`src/rtl/threebit_serial_sub_if.sv`:
```
// Start/busy/done handshake bundle for the bit-serial subtractor.
// The controller drives the master side; the subtractor sits on the slave side.
interface threebit_serial_sub_if #(parameter int WIDTH = 3);
  logic             start;
  logic [WIDTH-1:0] x;
  logic [WIDTH-1:0] y;
  logic             busy;
  logic             done;
  logic [WIDTH-1:0] d;
  logic             bout;

  modport master (output start, x, y, input  busy, done, d, bout);
  modport slave  (input  start, x, y, output busy, done, d, bout);
endinterface

```
`src/rtl/threebit_serial_sub.sv`:
```
// Bit-serial x - y, LSB first, over WIDTH cycles with start/busy/done handshake.
// Optional SERIAL_SUB_SATURATE_EN clamps the committed difference to 0 on borrow.
module threebit_serial_sub #(
  parameter int WIDTH = 3
) (
  input  logic                 clk,
  input  logic                 rst_n,
  threebit_serial_sub_if.slave bus
);
  localparam int CW = (WIDTH > 2) ? $clog2(WIDTH) : 1;

  typedef enum logic [1:0] {IDLE, SHIFT, DONE} state_t;

  state_t           state_q, state_d;
  logic [WIDTH-1:0] x_q, x_d, y_q, y_d;
  logic [WIDTH-1:0] res_q, res_d, d_q, d_d;
  logic [CW-1:0]    cnt_q, cnt_d;
  logic             b_q, b_d, bout_q, bout_d;
  logic             diff_bit, b_next;
  logic [WIDTH-1:0] res_shift;

  // Operands shift right each cycle so the active bit is always bit 0.
  assign diff_bit  = x_q[0] ^ y_q[0] ^ b_q;
  assign b_next    = (~x_q[0] & y_q[0]) | (~(x_q[0] ^ y_q[0]) & b_q);
  assign res_shift = {diff_bit, res_q[WIDTH-1:1]};

  always_ff @(posedge clk or negedge rst_n) begin
    if (!rst_n) begin
      state_q <= IDLE;
      x_q     <= '0;
      y_q     <= '0;
      res_q   <= '0;
      d_q     <= '0;
      cnt_q   <= '0;
      b_q     <= 1'b0;
      bout_q  <= 1'b0;
    end else begin
      state_q <= state_d;
      x_q     <= x_d;
      y_q     <= y_d;
      res_q   <= res_d;
      d_q     <= d_d;
      cnt_q   <= cnt_d;
      b_q     <= b_d;
      bout_q  <= bout_d;
    end
  end

  always_comb begin
    state_d = state_q;
    x_d     = x_q;
    y_d     = y_q;
    res_d   = res_q;
    d_d     = d_q;
    cnt_d   = cnt_q;
    b_d     = b_q;
    bout_d  = bout_q;
    case (state_q)
      IDLE: begin
        if (bus.start) begin
          x_d     = bus.x;
          y_d     = bus.y;
          res_d   = '0;
          cnt_d   = '0;
          b_d     = 1'b0;
          state_d = SHIFT;
        end
      end
      SHIFT: begin
        x_d   = x_q >> 1;
        y_d   = y_q >> 1;
        res_d = res_shift;
        b_d   = b_next;
        cnt_d = cnt_q + CW'(1);
        if (cnt_q == CW'(WIDTH - 1)) begin
          // Commit uses the shifted value so the final bit lands in d.
`ifdef SERIAL_SUB_SATURATE_EN
          d_d = b_next ? '0 : res_shift;
`else
          d_d = res_shift;
`endif
          bout_d  = b_next;
          state_d = DONE;
        end
      end
      DONE:    state_d = IDLE;
      default: state_d = IDLE;
    endcase
  end

  assign bus.busy = (state_q == SHIFT);
  assign bus.done = (state_q == DONE);
  assign bus.d    = d_q;
  assign bus.bout = bout_q;
endmodule

```
`src/flat_wrapper.sv`:
```
// flat-port wrapper written by rule: the top's interface ports become plain ports
module threebit_serial_sub_flat 
#(
  parameter int WIDTH = 3
)
  (clk, rst_n, bus_start, bus_x, bus_y, bus_busy, bus_done, bus_d, bus_bout);
  threebit_serial_sub_if #(.WIDTH(WIDTH)) bus_i ();
  input  logic clk;
  input  logic rst_n;
  input wire logic [$bits(bus_i.start)-1:0] bus_start;
  input wire logic [$bits(bus_i.x)-1:0] bus_x;
  input wire logic [$bits(bus_i.y)-1:0] bus_y;
  output wire logic [$bits(bus_i.busy)-1:0] bus_busy;
  output wire logic [$bits(bus_i.done)-1:0] bus_done;
  output wire logic [$bits(bus_i.d)-1:0] bus_d;
  output wire logic [$bits(bus_i.bout)-1:0] bus_bout;
  assign bus_i.start = bus_start;
  assign bus_i.x = bus_x;
  assign bus_i.y = bus_y;
  assign bus_busy = bus_i.busy;
  assign bus_done = bus_i.done;
  assign bus_d = bus_i.d;
  assign bus_bout = bus_i.bout;
  threebit_serial_sub #(.WIDTH(WIDTH)) u_core (.clk(clk), .rst_n(rst_n), .bus(bus_i));
endmodule
```
`config.mk`:
```
export PLATFORM = sky130hd
export DESIGN_NAME = threebit_serial_sub_flat
export DESIGN_NICKNAME = d
export VERILOG_FILES = /design/src/rtl/threebit_serial_sub_if.sv /design/src/rtl/threebit_serial_sub.sv /design/src/flat_wrapper.sv
export SDC_FILE = /design/constraint.sdc
export NUM_CORES = 1
export LEC_CHECK = 0
export CAP_MARGIN = 20
export CORE_AREA = 2 2 50 52
export CTS_BUF_LIST = sky130_fd_sc_hd__clkbuf_16
export CTS_CLUSTER_DIAMETER = 200
export DETAILED_ROUTE_END_ITERATION = 6
export DIE_AREA = 0 0 52 54
export PLACE_DENSITY = 0.56
export REMOVE_ABC_BUFFERS = 1
export SKIP_LAST_GASP = 1
export SYNTH_ARGS = -nofsm -noshare
export SYNTH_HDL_FRONTEND = slang
export SYNTH_SLANG_ARGS = --single-unit
```
`constraint.sdc`:
```
create_clock -name clk -period 1.7 [get_ports clk]
set_clock_uncertainty 0.05 [all_clocks]
set_input_delay 0.34 -clock clk [delete_from_list [all_inputs] [get_ports clk]]
set_output_delay 0.34 -clock clk [all_outputs]
set_load 0.02 [all_outputs]
```
==> results.yml, run 1 <==
sta:
  fin_setup_tns_ns: 0
  rsz0062_at_grt: "no"
  maxSlewHeadroom_pct: 85.1
  drv_slew: 0
  worstMarginPinSlew_ns: 0.223
  whs_ns: 0.369
  fmax_ghz: 0.627
  finalCritPeriodShare_pct: 93.9
  hold_viol_final: 0
  fin_crit_ns: 1.60
  setup_viol: 0
route:
  first_pass_iters: 4
  vias: 583
  drtIter0Drc: 7
  via_per_inst: 4.86
  drt_wl_total_um: 1550
  drc: 0
  drtAntennaViolNets: 0
  post_drt_wl_per_cell_um: 12.9
global_route:
  grt_pass1_vias: 540
  busiest_layer: "met2"
  grt_pass1_wl_um: 2490
  met1_usage_pct: 15.7
  grt_max_degree: 18
  grt_antenna_before_repair: 0
  use_met2_pct: 18.6
  grt_overflow_total: 0
  grt_use_met3_pct: 5.83
  track_usage_pct: 13.3
power:
  switching_share_pct: 34.5
  powerDensity_nw_per_um2: 1940
  pwr-share-seq_pct: 35.0
  finalPower_mw: 2.04
  p_leak_nw: 0.508
  clockPowerShare_pct: 23.0
  p_comb_share_pct: 42.0
  peakVddDrop_mv: 1.17
  p_int_mw: 1.34
  power_switching_mw: 0.704
synthesis:
  synth_seq_cells: 17
  syn_area_per_cell_um2: 11.4
  yosysUniqueCellTypes: 20
  netlist_instances: 67
  synth_top_cell_area_share_pct: 55.8
  netlist_top_cells_area: "dfrtp_1 56%, o22ai_1 6.6%, mux2_4 5.9%"
  yosys_warnings: 0
  synth_area_um2: 762
  ys_seq_area_share_pct: 55.8
  synth_top_area_cell: "dfrtp_1"
run:
  drv_cap: 0
placement:
  hpwl_um: 1130
  port-buffer-count: 14
  dpl_cell_area_um2: 976
  gp_congestion: 0.721
clocking:
  insertion_delay_ns: 0.25
  h-tree-depth: 1
  cts_tree: "yes"
  clock_path_buffers: 2
  clock_sinks: 17
  post-cts-setup-buffers: 0
  cts_buffers: 3
  clockRootBuffer: "clkbuf_16"
  clk_pin_slew_ns: 0.05
worst_setup_path:
  worstPathArrival_ns: 1.21
  critical_path_peak_fanout: 3
  start_kind: "flop"
  endpoint_kind: "output port"
  critPathSlowestCell: "dfrtp_1"
  crit_chain: "nand2b_1 -> inv_2 -> dlygate4sd2_1"
  worstSetupPathType: "flop to output port"
  slowest_delay_ns: 0.38
  worst-endpoint-required_ns: 1.31
worst_hold_path:
  hold_path.class: "primary input to async pin"
layout:
  layout-drive-gt1-share_pct: 16.7
  stdcell_area_um2: 1050
  area_growth_pct: 38.1
  num_antenna_cells: 0
  fin_nets: 102
  fin_util_pct: 45.4
floorplanning:
  row_count: 18
  io-pin-count: 15
  fp.dieW_um: 52
  die-area_um2: 2810
  die_height_um: 54
  initial_utilization_pct: 32.8
  core_region_area_um2: 2320
status:
  outcome: "completed"
==> routing by layer <==
metal | vias to the layer above | routed length (um)
li1 | 282 | -
met1 | 282 | 709
met2 | 14 | 697
met3 | 5 | 90
met4 | 0 | 51
met5 | - | 0
==> sequential cells by signal, summed over array words and instances, names as in the netlist <==
signal and flops:
u_core.res_q 2, u_core.state_q 2, u_core.x_q 3, u_core.bus.bout 1
u_core.bus.d 3, u_core.b_q 1, u_core.cnt_q 2, u_core.y_q 3
==> synthesized netlist by cell type <==
library cell / instances
mux2_4: 3
nor2b_1: 1
o21ai_0: 6
buf_2: 1
a21oi_1: 5
and2b_1: 1
nand3b_4: 1
nand2_1: 5
ha_1: 1
inv_2: 1
a22o_1: 2
nand2b_1: 2
nor2_1: 3
o21bai_1: 1
o22ai_1: 8
buf_6: 1
inv_1: 6
a32o_1: 1
dfrtp_1: 17
fa_1: 1
==> power groups by stage <==
stage | clock (mW) | combinational [mW] | sequential [mW]
final | 0.470 | 0.856 | 0.714
after global routing | 0.496 | 0.954 | 0.736
after CTS | 0.480 | 0.869 | 0.715
after detailed placement | 0 | 0.883 | 0.720
after global placement | 0 | 0.873 | 0.714
after floorplan | 0 | 0.484 | 0.749
==> stage by stage <==
stage	worst slack, ns	cells
after detailed placement	0.0964	116
after floorplan	0.400	65
after global placement	0.107	116
after global routing	0.0410	120
final	0.104	120
after CTS	0.0898	120
==> cell families (layout without fill, tap and decap cells) <==
group           after synthesis  after routing  synth area share (%)
flops                        17             17                  55.8
fa+ha+maj                     2              2                  4.27
buf+inv                       9             32                  5.58
simple gates                 13             13                  10.0
compound gates               23             23                  18.4
mux                           3              3                  5.91
==> critical path: cells and delay by family, from the launching register on <==
family,cells,cell delay [ns]
AND/OR/NAND/NOR,1,0.17
buffers and inverters,2,0.40
flip-flops,1,0.38
==> cells in the final DEF (no fill, tap or decap) <==
cell type,netlist,layout
a32o_1,1,1
a21oi_1,5,5
nand3b_4,1,1
nor2b_1,1,1
buf_4,0,7
and2b_1,1,1
ha_1,1,1
dlygate4sd2_1,0,2
nor2_1,3,3
o21bai_1,1,1
fa_1,1,1
mux2_4,3,3
o21ai_0,6,6
dfrtp_1,17,17
inv_1,6,7
o22ai_1,8,8
clkbuf_16,0,3
nand2b_1,2,2
clkdlybuf4s50_1,0,12
nand2_1,5,5
a22o_1,2,2
inv_2,1,1
==> cell type report <==
class                   count  area, um^2
fillers                   222        1270
clock inverters             1        3.75
inverters                   7        26.3
clock buffers               3        75.1
repair buffers             21         190
multi-input cells          41         294
well taps                  30        37.5
flip-flops and latches     17         425
==> final timing paths <==
kind | cells past startpoint | slack, ns | start | to
max | 3 | 0.10 | u_core.state_q[1]$_DFFE_PN0P_ | bus_busy
min | 2 | 0.37 | rst_n | u_core.bus.d[0]$_DFFE_PN0P_
max reg2reg | 3 | 0.34 | u_core.y_q[0]$_DFFE_PN0P_ | u_core.bus.d[2]$_DFFE_PN0P_
min reg2reg | 2 | 0.44 | u_core.cnt_q[1]$_DFFE_PN0P_ | u_core.cnt_q[1]$_DFFE_PN0P_
max in group asynchronous | 2 | 1.04 | rst_n | u_core.x_q[1]$_DFFE_PN0P_
min in group clk | 2 | 0.44 | u_core.cnt_q[1]$_DFFE_PN0P_ | u_core.cnt_q[1]$_DFFE_PN0P_
==> what timing repair did <==
action | 4_1_cts | 5_1_grt
setup endpoints to repair | 2 | 0
hold buffers | 0 | 0
gates resized for setup | 2 | 0
No activity file was read; power rests on OpenSTA's default activity.
==> run 2: changes to the inputs <==
--- a/config.mk
+++ b/config.mk
@@ -6,12 +6,12 @@
 export NUM_CORES = 1
 export LEC_CHECK = 0
 export CAP_MARGIN = 20
-export CORE_AREA = 2 2 50 52
-export CTS_BUF_LIST = sky130_fd_sc_hd__clkbuf_16
+export CORE_AREA = 2 2 54 56
+export CTS_BUF_LIST = sky130_fd_sc_hd__clkbuf_4
 export CTS_CLUSTER_DIAMETER = 200
 export DETAILED_ROUTE_END_ITERATION = 6
-export DIE_AREA = 0 0 52 54
-export PLACE_DENSITY = 0.56
+export DIE_AREA = 0 0 56 58
+export PLACE_DENSITY = 0.5
 export REMOVE_ABC_BUFFERS = 1
 export SKIP_LAST_GASP = 1
 export SYNTH_ARGS = -nofsm -noshare
==> constraint.sdc (replaced) <==
create_clock -name clk -period 1.7 [get_ports clk]
set_clock_uncertainty 0.05 [all_clocks]
set_input_delay 0.34 -clock clk [delete_from_list [all_inputs] [get_ports clk]]
set_output_delay 0.34 -clock clk [all_outputs]
set_load 0.1 [all_outputs]
==> run 2 against run 1 <==
Compared with the run above: worst hold slack got worse by 0.047 ns; first-iteration DRC count grew to 2.7 times the previous value; design area fell by 0.59%; non-clock buffer count decreased by 3; cell count is 1.7% lower; core utilization decreased by 6.1 points; maximum frequency is 1.6% lower; global-route usage fell by 4.0 points; routed wire length decreased by 6.8%; largest cell class unchanged; largest power group unchanged; highest routed layer is now met3.
==> results.yml, run 2 (synthesis results as in run 1) <==
floorplanning:
  io-pin-count: 15
  die_height_um: 58
  die-area_um2: 3250
  initial_utilization_pct: 28.6
  row_count: 19
  fp.dieW_um: 56
  core_region_area_um2: 2660
worst_setup_path:
  cp-startpoint: "u_core.state_q[0]$_DFFE_PN0P_"
  crit_chain: "nand2b_1 -> inv_2 -> buf_12"
  endpoint_kind: "output port"
  r2r_cells: 3
  slowest_delay_ns: 0.52
  r2r-start: "u_core.y_q[0]$_DFFE_PN0P_"
  regToRegSetupSlack_ns: 0.35
  start_kind: "flop"
  worst-endpoint-required_ns: 1.31
  critPathSlowestCell: "dfrtp_1"
  worstPathArrival_ns: 1.23
  critical_path_peak_fanout: 8
  worstSetupPathType: "flop to output port"
route:
  drt_wl_total_um: 1440
  drtAntennaViolNets: 0
  first_pass_iters: 4
  drtIter0Drc: 19
  via_per_inst: 4.82
  drc: 0
  vias: 569
  post_drt_wl_per_cell_um: 12.2
layout:
  layout-drive-gt1-share_pct: 23.0
  num_antenna_cells: 0
  fin_nets: 99
  area_growth_pct: 37.3
  stdcell_count: 118
  final_common_cell: "dfrtp_1"
  layout.cells.most_common_list: "16 x dfrtp_1, 8 x o22ai_1, 8 x clkdlybuf4s50_1"
clocking:
  insertion_delay_ns: 0.28
  h-tree-depth: 1
  cts_buffers: 3
  cts_hold_buf: 0
  clock_path_buffers: 2
  clock_sinks: 17
  clockRootBuffer: "clkbuf_4"
  cts_tree: "yes"
  cts_resized: 0
  post-cts-setup-buffers: 0
  clk_pin_slew_ns: 0.10
global_route:
  grt_pass1_vias: 564
  grt_antenna_before_repair: 0
  grt_max_degree: 18
  grt_overflow_total: 0
  grt_pass1_wl_um: 2350
  track_usage_pct: 9.22
sta:
  fin_crit_ns: 1.62
  hold_viol_final: 0
  worstMarginPinSlew_ns: 0.292
  drv_slew: 0
  setup_viol: 0
  finalCritPeriodShare_pct: 95.4
  rsz0062_at_grt: "no"
  fin_ws_ns: 0.0783
  fin_setup_tns_ns: 0
  fmax_ghz: 0.617
  maxSlewHeadroom_pct: 80.5
placement:
  post-place-cells: 114
  pre_cts_slack_ns: 0.178
  hpwl_um: 1090
  port-buffer-count: 14
  gp_congestion: 0.711
power:
  powerDensity_nw_per_um2: 2180
  p_leak_nw: 0.492
  peakVddDrop_mv: 1.15
run:
  drv_cap: 0
worst_hold_path:
  hold_path.class: "primary input to async pin"
status:
  outcome: "completed"
## run 2: cell count changes in the layout (fill, tap and decap cells not counted)
cell | before | now
clkbuf_4 | 0 | 4
inv_1 | 7 | 6
dlygate4sd2_1 | 2 | 0
buf_12 | 0 | 6
clkbuf_16 | 3 | 0
dfrtp_1 | 17 | 16
clkdlybuf4s50_1 | 12 | 8
dfrtp_2 | 0 | 1
buf_4 | 7 | 4
## run 2: path summary, 6_finish.rpt
check / to
setup / recovery: bus_busy
hold / removal: u_core.bus.d[0]$_DFFE_PN0P_
setup reg to reg: u_core.bus.d[2]$_DFFE_PN0P_
hold reg to reg: u_core.cnt_q[1]$_DFFE_PN0P_
max in group asynchronous: u_core.state_q[1]$_DFFE_PN0P_
min in group clk: u_core.cnt_q[1]$_DFFE_PN0P_
## run 2: power by group
group          internal [mW]  switching, mW
clock                  0.107          0.118
sequential             0.585          0.173
combinational          0.536          0.758
total                   1.23           1.05
## run 2: layout make-up
class | count | area (um^2)
sequential | 17 | 427
fill | 263 | 1620
tap | 31 | 38.8
clock buffer | 4 | 30.0
multi-input combinational | 41 | 294
inverter | 7 | 26.3
timing repair buffer | 18 | 230
## run 2: stage by stage
step / hold slack, ns / total power [mW] / instance area [um^2] / util, %
floorplan: -0.00559 / 1.59 / 746 / -
global placement: 0.436 / 2.07 / 1010 / 38.1
detailed placement: 0.432 / 2.06 / 1010 / 38.1
CTS: 0.327 / 2.29 / 1040 / 39.2
global route: 0.333 / 2.41 / 1050 / 39.3
finish: 0.321 / 2.28 / 1050 / 39.3
## run 2: metal layers
layer | global-route usage, % | part of all wire, %
met5 | 0 | 0
met4 | 4.42 | 0
met3 | 2.23 | 6.1
met2 | 14.8 | 44
met1 | 11.8 | 49
## run 2: worst max-delay path: cells and delay by family (launching register included)
family        cells  cell delay [ns]
flops             1             0.52
buf+inv           2             0.29
simple gates      1             0.14
==> run 3: changes to the inputs <==
--- a/config.mk
+++ b/config.mk
@@ -12,7 +12,9 @@
 export DETAILED_ROUTE_END_ITERATION = 6
 export DIE_AREA = 0 0 56 58
 export PLACE_DENSITY = 0.5
+export RECOVER_POWER = 100
 export REMOVE_ABC_BUFFERS = 1
+export SKIP_CTS_REPAIR_TIMING = 1
 export SKIP_LAST_GASP = 1
 export SYNTH_ARGS = -nofsm -noshare
 export SYNTH_HDL_FRONTEND = slang
==> run 3 against run 2 <==
Compared with the run above: cell count did not move; worst hold slack improved by 0.12 ns; worst setup slack better by 0.015 ns; non-clock buffer count unchanged.
==> results.yml, run 3 (synthesis results as in run 1) <==
status:
  outcome: "completed"
layout:
  fin_nets: 99
  area_growth_pct: 23.2
  layout-drive-gt1-share_pct: 14.9
  fin_util_pct: 35.2
  final_common_cell: "dfrtp_1"
  num_antenna_cells: 0
  layout.cells.most_common_list: "16 x dfrtp_1, 8 x o22ai_1, 6 x inv_1, 6 x o21ai_0, 6 x clkdlybuf4s50_1"
route:
  post_drt_wl_per_cell_um: 12.3
  drtIter0Drc: 15
  drc: 0
  via_per_inst: 4.86
  drtAntennaViolNets: 0
  vias: 573
  drt_wl_total_um: 1450
  first_pass_iters: 4
placement:
  port-buffer-count: 14
  hpwl_um: 1090
  gp_congestion: 0.711
worst_setup_path:
  critical_path_peak_fanout: 8
  cp-startpoint: "u_core.state_q[1]$_DFFE_PN0P_"
  worstPathArrival_ns: 1.22
  start_kind: "flop"
  r2r-start: "u_core.cnt_q[0]$_DFFE_PN0P_"
  endpoint_kind: "output port"
  crit_buf_inv: 2
  slowest_delay_ns: 0.42
  critPathSlowestCell: "dfrtp_2"
  cp_top_family: "flip-flops"
  rr_endpoint: "u_core.bus.d[2]$_DFFE_PN0P_"
  worstSetupPathType: "flop to output port"
  worst-endpoint-required_ns: 1.31
  regToRegSetupSlack_ns: 0.28
  crit_chain: "inv_1 -> nor2_1 -> buf_4"
  r2r_cells: 4
sta:
  hold_viol_final: 0
  maxSlewHeadroom_pct: 41.1
  worstMarginPinSlew_ns: 0.884
  fmax_ghz: 0.622
  drv_slew: 0
  setup_viol: 0
  fin_setup_tns_ns: 0
  rsz0062_at_grt: "no"
  finalCritPeriodShare_pct: 94.5
  fin_crit_ns: 1.61
clocking:
  cts_buffers: 3
  cts_tree: "yes"
  h-tree-depth: 1
  clock_sinks: 17
  insertion_delay_ns: 0.28
  clk_pin_slew_ns: 0.09
  clockRootBuffer: "clkbuf_4"
  clock_path_buffers: 2
floorplanning:
  row_count: 19
  initial_utilization_pct: 28.6
  fp.dieW_um: 56
  die-area_um2: 3250
  core_region_area_um2: 2660
  die_height_um: 58
  io-pin-count: 15
global_route:
  grt_pass1_wl_um: 2350
  grt_pass1_vias: 564
  grt_antenna_before_repair: 0
  track_usage_pct: 9.22
  grt_max_degree: 18
  grt_overflow_total: 0
worst_hold_path:
  min-delay-start: "u_core.bus.bout$_DFFE_PN0P_"
  min_to: "u_core.bus.bout$_DFFE_PN0P_"
  hold_path.class: "flop to flop"
  hold_depth: 2
run:
  drv_cap: 0
## run 3: cell types whose count changed in the layout (fill, tap and decap cells not counted)
cell	change
mux2_4	-3
dlygate4sd3_1	+2
clkbuf_1	+3
nand3b_1	+1
clkbuf_2	+4
clkdlybuf4s50_1	-2
mux2_1	+3
buf_4	-2
buf_12	-5
nand3b_4	-1
## run 3: per-layer routing
layer	vias to the layer above	track usage, %	part of all wire [%]
li1	275	-	-
met1	278	11.8	51
met2	20	14.8	43
met3	0	2.23	5.5
met4	0	4.42	0
met5	-	0	0
## run 3: how the worst max path moves through the flow
| stage | to | slack (ns) | cells after the start |
|---|---|---|---|
| 2_1_floorplan | bus_done | -0.44 | 2 |
| 6_report | bus_done | 0.09 | 3 |
| 5_1_grt | bus_done | 0.02 | 3 |
| 3_5_place_dp | u_core.x_q[2]$_DFFE_PN0P_ | 0.18 | 4 |
| 3_3_place_gp | u_core.x_q[2]$_DFFE_PN0P_ | 0.20 | 4 |
| 4_1_cts | bus_done | 0.02 | 3 |
## run 3: metrics by stage
step                      instance area (um^2)  hold slack (ns)  worst slack, ns  std cells
after floorplan                            746         -0.00559           -0.441         65
after global placement                    1010            0.436            0.202        114
after detailed placement                  1010            0.432            0.178        114
after CTS                                 1040            0.327           0.0189        118
after global routing                       938            0.472           0.0205        118
final                                      938            0.443           0.0931        118
## run 3: area by class of cell
class / instances / area [um^2]
Fill cell: 282 / 1720
Sequential cell: 17 / 427
Multi-Input combinational cell: 41 / 270
Timing Repair Buffer: 18 / 146
Tap cell: 31 / 38.8
Clock buffer: 4 / 30.0
Inverter: 7 / 26.3
## run 3: tightest hold or removal path: stages (launching register included)
cell	delay, ns
dfrtp_1	0.36
nand2_1	0.05
o21ai_0	0.06
Power of run 3 is not shown: default switching activity piles up to over one toggle a cycle in this logic, so the estimate is an artifact.
